--- config.mk ---
export PLATFORM = sky130hd
export DESIGN_NAME = uart_boot_loader_flat
export DESIGN_NICKNAME = d
export VERILOG_FILES = /design/src/rtl/uart_boot_loader_pkg.sv /design/src/rtl/uart_boot_loader_if.sv /design/src/rtl/uart_boot_loader_word_packer.sv /design/src/rtl/uart_boot_loader.sv /design/src/flat_wrapper.sv
export SDC_FILE = /design/constraint.sdc
export NUM_CORES = 1
export LEC_CHECK = 0
export BUFFER_PORTS_ARGS = -buffer_cell sky130_fd_sc_hd__buf_2
export CAP_MARGIN = 25
export CORE_MARGIN = 4
export CORE_UTILIZATION = 35
export CTS_BUF_LIST = sky130_fd_sc_hd__clkbuf_4 sky130_fd_sc_hd__clkbuf_8
export CTS_CLUSTER_DIAMETER = 150
export DETAILED_ROUTE_END_ITERATION = 7
export GPL_TIMING_DRIVEN = 0
export PLACE_DENSITY = 0.63
export REMOVE_ABC_BUFFERS = 1
export SYNTH_ARGS = -nofsm -noshare
export SYNTH_HDL_FRONTEND = slang
export SYNTH_SLANG_ARGS = --single-unit
--- constraint.sdc ---
create_clock -name clock -period 2.86 [get_ports clock]
set_clock_uncertainty 0.2 [all_clocks]
set_input_delay 0.286 -clock clock [delete_from_list [all_inputs] [get_ports clock]]
set_output_delay 0.286 -clock clock [all_outputs]
set_load 0.02 [all_outputs]
--- src/rtl/uart_boot_loader_pkg.sv ---
// rtl/uart_boot_loader_pkg.sv - shared states and protocol bytes for the uart boot loader
package uart_boot_loader_pkg;

   typedef enum logic [2:0] {
      IDLE,
      ADDR,
      LEN,
      DATA,
      CSUM,
      RESPOND
   } boot_state_t;

   localparam logic [7:0] BOOT_MAGIC = 8'hB0;
   localparam logic [7:0] BOOT_ACK   = 8'h06;
   localparam logic [7:0] BOOT_NAK   = 8'h15;

endpackage

--- src/rtl/uart_boot_loader_if.sv ---
// rtl/uart_boot_loader_if.sv - word write bus from the boot loader to the memory arbiter
interface uart_boot_loader_if #(
   parameter int ADDR_W = 26
);
   logic              mem_request;
   logic [ADDR_W-1:0] mem_address;
   logic [31:0]       mem_wdata;
   logic [3:0]        mem_byte_enable;
   logic              mem_ready;

   modport master (
      output mem_request,
      output mem_address,
      output mem_wdata,
      output mem_byte_enable,
      input  mem_ready
   );

   modport slave (
      input  mem_request,
      input  mem_address,
      input  mem_wdata,
      input  mem_byte_enable,
      output mem_ready
   );
endinterface

--- src/rtl/uart_boot_loader_word_packer.sv ---
// rtl/uart_boot_loader_word_packer.sv - packs payload bytes into LE words behind a 1-entry write buffer
module uart_boot_loader_word_packer #(
   parameter int ADDR_W = 26
) (
   input  logic              clock,
   input  logic              reset,
   input  logic              load_addr,
   input  logic [ADDR_W-1:2] load_value,
   input  logic              byte_valid,
   input  logic [7:0]        byte_data,
   input  logic              byte_last,
   input  logic              drop,
   output logic              overrun,
   uart_boot_loader_if.master mem
);

   logic [1:0]  lane;
   logic [31:0] acc;
   logic [3:0]  be_acc;
   logic [31:0] word_next;
   logic [3:0]  be_next;
   logic        commit;

   always_comb begin
      word_next = acc;
      word_next[{lane, 3'b000} +: 8] = byte_data;
      be_next = be_acc | (4'b0001 << lane);
      commit  = byte_valid && (lane == 2'd3 || byte_last);
      // A same-cycle accept frees the buffer, so only a still-blocked entry overruns
      overrun = commit && mem.mem_request && !mem.mem_ready;
   end

   always_ff @(posedge clock or negedge reset) begin
      if (!reset) begin
         lane                <= '0;
         acc                 <= '0;
         be_acc              <= '0;
         mem.mem_request     <= 1'b0;
         mem.mem_address     <= '0;
         mem.mem_wdata       <= '0;
         mem.mem_byte_enable <= '0;
      end else begin
         if (mem.mem_request && mem.mem_ready) begin
            mem.mem_request <= 1'b0;
            mem.mem_address <= mem.mem_address + ADDR_W'(4);
         end
         if (load_addr) begin
            mem.mem_address <= {load_value, 2'b00};
            lane            <= '0;
            acc             <= '0;
            be_acc          <= '0;
         end
         if (byte_valid) begin
            lane <= lane + 2'd1;
            if (commit) begin
               acc    <= '0;
               be_acc <= '0;
               if (!overrun) begin
                  mem.mem_request     <= 1'b1;
                  mem.mem_wdata       <= word_next;
                  mem.mem_byte_enable <= be_next;
               end
            end else begin
               acc    <= word_next;
               be_acc <= be_next;
            end
         end
         if (drop) begin
            mem.mem_request <= 1'b0;
            acc             <= '0;
            be_acc          <= '0;
         end
      end
   end

endmodule

--- src/rtl/uart_boot_loader.sv ---
// rtl/uart_boot_loader.sv - framed uart download into memory, holding the CPU in reset meanwhile
module uart_boot_loader
   import uart_boot_loader_pkg::*;
#(
   parameter int CLK_HZ     = 50_000_000,
   parameter int TIMEOUT_US = 10_000,
   parameter int ADDR_W     = 26
) (
   input  logic       clock,
   input  logic       reset,
   input  logic       rx_complete,
   input  logic [7:0] rx_data,
   output logic       tx_valid,
   output logic [7:0] tx_data,
   input  logic       tx_complete,
   uart_boot_loader_if.master mem,
   output logic       cpu_reset_hold,
   output logic       busy,
   output logic       error
);

   localparam int TIMEOUT_CYCLES = (CLK_HZ / 1_000_000) * TIMEOUT_US;
   localparam int TO_W           = $clog2(TIMEOUT_CYCLES + 1);

   boot_state_t state;
   logic [1:0]  byte_cnt;
   logic [23:0] hdr_buf;
   logic [31:0] remaining;
   logic [7:0]  csum;
   logic [7:0]  csum_rx;
   logic        got_csum;
   logic        resp_ack;
   logic [TO_W-1:0] timer;

   logic [31:0] full_word;
   logic        pk_load;
   logic        pk_byte;
   logic        pk_overrun;
   logic        timed_out;
   logic        csum_have;
   logic [7:0]  csum_val;
   logic        respond_now;
   logic        respond_ack;

   always_comb begin
      full_word   = {rx_data, hdr_buf};
      pk_load     = (state == ADDR) && rx_complete && (byte_cnt == 2'd3);
      pk_byte     = (state == DATA) && rx_complete;
      timed_out   = (state inside {ADDR, LEN, DATA, CSUM}) && !rx_complete
                    && (timer == TO_W'(TIMEOUT_CYCLES - 1));
      csum_have   = got_csum || rx_complete;
      csum_val    = got_csum ? csum_rx : rx_data;
      respond_now = timed_out || pk_overrun
                    || ((state == CSUM) && csum_have && !mem.mem_request);
      respond_ack = !timed_out && !pk_overrun && (csum_val == csum);
   end

   uart_boot_loader_word_packer #(.ADDR_W(ADDR_W)) u_packer (
      .clock      (clock),
      .reset      (reset),
      .load_addr  (pk_load),
      .load_value (full_word[ADDR_W-1:2]),
      .byte_valid (pk_byte),
      .byte_data  (rx_data),
      .byte_last  (remaining == 32'd1),
      .drop       (timed_out || pk_overrun),
      .overrun    (pk_overrun),
      .mem        (mem)
   );

   assign busy = (state != IDLE);

   always_ff @(posedge clock or negedge reset) begin
      if (!reset) begin
         state          <= IDLE;
         byte_cnt       <= '0;
         hdr_buf        <= '0;
         remaining      <= '0;
         csum           <= '0;
         csum_rx        <= '0;
         got_csum       <= 1'b0;
         resp_ack       <= 1'b0;
         timer          <= '0;
         tx_valid       <= 1'b0;
         tx_data        <= '0;
         cpu_reset_hold <= 1'b0;
         error          <= 1'b0;
      end else begin
         tx_valid <= 1'b0;
         if (rx_complete || state == IDLE || state == RESPOND) timer <= '0;
         else                                                  timer <= timer + TO_W'(1);

         if (respond_now) begin
            state    <= RESPOND;
            tx_valid <= 1'b1;
            tx_data  <= respond_ack ? BOOT_ACK : BOOT_NAK;
            resp_ack <= respond_ack;
            if (!respond_ack) error <= 1'b1;
         end else begin
            case (state)
               IDLE: if (rx_complete && rx_data == BOOT_MAGIC) begin
                  state          <= ADDR;
                  byte_cnt       <= '0;
                  csum           <= '0;
                  got_csum       <= 1'b0;
                  cpu_reset_hold <= 1'b1;
                  error          <= 1'b0;
               end
               ADDR: if (rx_complete) begin
                  hdr_buf  <= {rx_data, hdr_buf[23:8]};
                  byte_cnt <= byte_cnt + 2'd1;
                  if (byte_cnt == 2'd3) state <= LEN;
               end
               LEN: if (rx_complete) begin
                  hdr_buf  <= {rx_data, hdr_buf[23:8]};
                  byte_cnt <= byte_cnt + 2'd1;
                  if (byte_cnt == 2'd3) begin
                     remaining <= full_word;
                     state     <= (full_word == 32'd0) ? CSUM : DATA;
                  end
               end
               DATA: if (rx_complete) begin
                  csum      <= csum + rx_data;
                  remaining <= remaining - 32'd1;
                  if (remaining == 32'd1) state <= CSUM;
               end
               // The checksum byte can arrive before the last word drains; keep it
               CSUM: if (rx_complete && !got_csum) begin
                  got_csum <= 1'b1;
                  csum_rx  <= rx_data;
               end
               RESPOND: if (tx_complete) begin
                  state <= IDLE;
                  if (resp_ack) cpu_reset_hold <= 1'b0;
               end
               default: state <= IDLE;
            endcase
         end
      end
   end

endmodule

--- src/flat_wrapper.sv ---
// flat-port wrapper written by rule: the top's interface ports become plain ports
module uart_boot_loader_flat import uart_boot_loader_pkg::*;
#(
   parameter int CLK_HZ     = 50_000_000,
   parameter int TIMEOUT_US = 10_000,
   parameter int ADDR_W     = 26
)
  (clock, reset, rx_complete, rx_data, tx_valid, tx_data, tx_complete, cpu_reset_hold, busy, error, mem_mem_request, mem_mem_address, mem_mem_wdata, mem_mem_byte_enable, mem_mem_ready);
  uart_boot_loader_if #(.ADDR_W(ADDR_W)) mem_i ();
  input  logic clock;
  input  logic reset;
  input  logic rx_complete;
  input  logic [7:0] rx_data;
  output logic tx_valid;
  output logic [7:0] tx_data;
  input  logic tx_complete;
  output logic cpu_reset_hold;
  output logic busy;
  output logic error;
  output wire logic [$bits(mem_i.mem_request)-1:0] mem_mem_request;
  output wire logic [$bits(mem_i.mem_address)-1:0] mem_mem_address;
  output wire logic [$bits(mem_i.mem_wdata)-1:0] mem_mem_wdata;
  output wire logic [$bits(mem_i.mem_byte_enable)-1:0] mem_mem_byte_enable;
  input wire logic [$bits(mem_i.mem_ready)-1:0] mem_mem_ready;
  assign mem_mem_request = mem_i.mem_request;
  assign mem_mem_address = mem_i.mem_address;
  assign mem_mem_wdata = mem_i.mem_wdata;
  assign mem_mem_byte_enable = mem_i.mem_byte_enable;
  assign mem_i.mem_ready = mem_mem_ready;
  uart_boot_loader #(.CLK_HZ(CLK_HZ), .TIMEOUT_US(TIMEOUT_US), .ADDR_W(ADDR_W)) u_core (.clock(clock), .reset(reset), .rx_complete(rx_complete), .rx_data(rx_data), .tx_valid(tx_valid), .tx_data(tx_data), .tx_complete(tx_complete), .mem(mem_i), .cpu_reset_hold(cpu_reset_hold), .busy(busy), .error(error));
endmodule
==> impl_metrics.csv <==
group,metric,value,unit
timing,rsz0062_at_grt,"true",
outcome,status,"finished, violations left",
layout,multi_input_area,5730,um2
power_and_ir_drop,ir_drop,0.354,mV
placed_design,dp_slack,-0.961,ns
layout,area.growth.synth_to_final,30.2,%
placed_design,routabilityCongestion,0.796,
route,wl_per_cell,18.5,um
setup_path,crit_cells,9,
setup_path,critPathArrivalTime,3.27,ns
clocking,htreeDepth,2,
setup_path,crit_path_top_delay_cell,"or4_4",
hold_path,hold_depth,3,
layout,drive_gt1_share,31.9,%
yosys,synth_top_area_share,49.6,%
timing,setup_tns,-6.62,ns
setup_path,start_kind,"register",
yosys,synth-edff-count,0,
setup_path,worst-setup-path-type,"register to register",
clocking,cts_tree,"yes",
placed_design,dp_hpwl,17100,um
placed_design,portBuffers,81,
floorplanning,core,28700,um2
route,dr.pass1.iters,5,
global_routing,grt_max_degree,104,
hold_path,min_path_type,"primary input to register",
timing,max-slew-margin-rel,43.9,%
placed_design,dp.cells,1459,
route,via_per_inst,5.50,
global_routing,grt_pass1_wl,45300,um
clocking,cts_buffer_depth,3,
setup_path,end_kind,"register",
layout,seq_area,5060,um2
floorplanning,die-height,179,um
yosys,ys_top_cells_by_area,"dfrtp_1 50%, a21oi_1 5.5%, nor2_1 5.4%",
global_routing,grt-ovfl-total,0,
yosys,ys_seq_area_share,49.6,%
timing,timing.hold.ws,0.0351,ns
setup_path,reg2regPathDepth,9,
yosys,synth_area,10200,um2
timing,period_share,107,%
global_routing,grt_use_total,17.5,%
yosys,async_flop_share,100,%
yosys,ys_ff_latch,202,
route,vias,8622,
global_routing,antenna_found_initial,1,
yosys,synth_top_area_cell,"dfrtp_1",
timing,hold_viol,0,
yosys,syn_area_per_cell,9.75,um2
route,ant_nets,0,
route,drtIter0Drc,674,
setup_path,cp.required,3.07,ns
setup_path,crit_family,"simple AND/OR/NAND/NOR gates",
timing,fmax,328,MHz
clocking,clkSinkCount,202,
floorplanning,die_area,31900,um2
timing,drv_slew,0,
timing,setup_violations,102,
timing,period_minus_slack,3.05,ns
floorplanning,initial_utilization,35.5,%
timing,worst_slack,-0.193,ns
route,drc,0,
global_routing,grt_pass1_vias,8203,
setup_path,worst-path-max-fanout,5,
layout,n_fill_cell,2663,
layout,layoutNonFillerInstCount,1567,
clocking,cts_buffers,37,
yosys,synth_flop_cell,"dfrtp_1",
layout,layout.nets,1190,
setup_path,cpPeakStageDelay,0.58,ns
yosys,netlist_instances,1045,
floorplanning,die_w,179,um
clocking,insertion_delay,0.53,ns
outcome,violations,"setup timing",
clocking,cts_root_buf,"clkbuf_8",
clocking,clkTransAtPathRegs,0.06,ns
setup_path,crit_chain,"or4_4 -> or4_4 -> o31a_4 -> o21ai_4 -> buf_12 -> buf_12 -> buf_8 -> nor3_2 -> a211o_1",
timing,tightestPinTransition,0.842,ns
setup_path,critical_path.n_buffers_inverters,3,
yosys,ys.warnings.count,0,
route,drt-total-wl,29000,um
floorplanning,row_count,62,
layout,diodes,0,
yosys,yosysUniqueCellTypes,61,
power_and_ir_drop,p_per_area,967,nW/um2
floorplanning,ioPinCount,88,
run,maxCapViolCount,0,
power_and_ir_drop,cellLeakagePower,5.65,nW
[area by class of cell]
type                            instances  share of cell area, %
Multi-Input combinational cell        767                   43.2
Clock inverter                          7                  0.471
Clock buffer                           58                   5.45
Timing Repair Buffer                  134                   8.69
Sequential cell                       202                   38.1
Tap cell                              384                   3.62
Inverter                               15                  0.424
[state kept, by name (all words and copies together) (netlist names)]
| register | cells |
|---|---|
| u_core.remaining | 32 |
| u_core.u_packer.acc | 32 |
| u_core.u_packer.mem.mem_wdata | 32 |
| u_core.hdr_buf | 24 |
| u_core.u_packer.mem.mem_address | 24 |
| u_core.timer | 19 |
| u_core.csum | 8 |
| u_core.csum_rx | 8 |
| u_core.u_packer.be_acc | 4 |
| u_core.u_packer.mem.mem_byte_enable | 4 |
| u_core.state | 3 |
| u_core.tx_data | 3 |
| u_core.byte_cnt | 2 |
| u_core.u_packer.lane | 2 |
| u_core.cpu_reset_hold | 1 |
| u_core.error | 1 |
| u_core.got_csum | 1 |
| u_core.tx_valid | 1 |
| u_core.u_packer.mem.mem_request | 1 |
[timing repair]
item                                   CTS  global route
pin swaps                               34            27
endpoints found under the hold margin  104             0
setup endpoints to repair              132           126
resized for setup                       88           153
setup buffers                           27             4
hold buffers                             2             0
gates cloned                             9             2
[cell usage after synthesis (5+ instances only)]
| library cell | instances |
|---|---|
| buf_2 | 11 |
| nor2b_1 | 29 |
| o211ai_1 | 5 |
| a21oi_1 | 113 |
| o21ai_0 | 35 |
| dfrtp_1 | 202 |
| nor3_1 | 39 |
| or3_1 | 9 |
| mux2i_1 | 11 |
| ha_1 | 19 |
| xnor2_1 | 27 |
| clkbuf_1 | 49 |
| nor4_1 | 24 |
| nand3_1 | 32 |
| xor2_1 | 26 |
| and2_1 | 15 |
| mux2_2 | 33 |
| and3_1 | 7 |
| inv_1 | 15 |
| a2bb2oi_1 | 12 |
| a22oi_1 | 13 |
| buf_4 | 10 |
| nand2_1 | 35 |
| a22o_1 | 34 |
| nand4_1 | 13 |
| nor2_1 | 147 |
| o31ai_1 | 16 |
[power breakdown]
| part | switching [mW] | internal [mW] | leakage, nW |
|---|---|---|---|
| logic | 2.71 | 2.19 | 2.65 |
| registers | 1.21 | 3.81 | 2.58 |
| clock network | 1.21 | 1.70 | 0.420 |
[cells in the final DEF, fill, tap and decap left out, types with 17 or more instances in the layout]
master    Yosys  layout
dfrtp_1     202     199
nor2_1      147     113
buf_2        11      81
a21oi_1     113      80
clkbuf_8      0      46
nand2_1      35      34
a22o_1       34      34
a21oi_2       0      33
nor2_4        0      31
nand3_1      32      30
nor2b_1      29      29
xnor2_1      27      27
xor2_1       26      26
mux2_2       33      25
nor4_1       24      23
buf_4        10      22
nor3_1       39      20
ha_1         19      19
o21ai_0      35      17
[stage by stage]
stage	power (mW)	utilization [%]	instance area, um2
global route	13.6	46.2	13300
floorplan	7.58	-	9900
detailed placement	9.04	38.4	11000
global placement	8.86	37.6	10800
CTS	12.3	43.7	12500
finish	12.8	46.2	13300
[cells by family (layout without fill, tap and decap cells)]
family	Yosys count	in the layout	share of synthesized area, %
mux	44	44	4.73
flops	202	202	49.6
compound gates	267	267	16.8
xor+xnor	53	53	4.55
fa+ha+maj	21	21	2.63
buf+inv	85	214	3.63
simple gates	372	376	18.0
other cells	1	6	0.0368
[worst register-to-register path, cell delays in order (launching register included)]
cell and delay [ns]:
dfrtp_1 0.39, or4_4 0.54, or4_4 0.58, o31a_4 0.34, o21ai_4 0.18, buf_12 0.13
buf_12 0.12, buf_8 0.12, nor3_2 0.05, a211o_1 0.28
[per-layer routing]
layer	vias to the layer above	GRT usage (%)	wire length, um
li1	3993	-	-
met1	4287	25.8	13600
met2	282	25.9	13000
met3	58	3.35	1770
met4	2	5.40	652
met5	-	0	7
[path summary, 6_finish.rpt]
path,end,start,slack [ns]
max,u_core.remaining[0],u_core.remaining[9],-0.19
min,u_core.u_packer.mem.mem_address[24],rx_data[0],0.04
max reg2reg,u_core.remaining[0],u_core.remaining[9],-0.19
min reg2reg,u_core.u_packer.acc[28],u_core.u_packer.acc[28],0.28
max in group asynchronous,u_core.remaining[30],reset,1.30
min in group asynchronous,u_core.u_packer.mem.mem_address[8],reset,0.19
(Power assumes the default switching activity.)
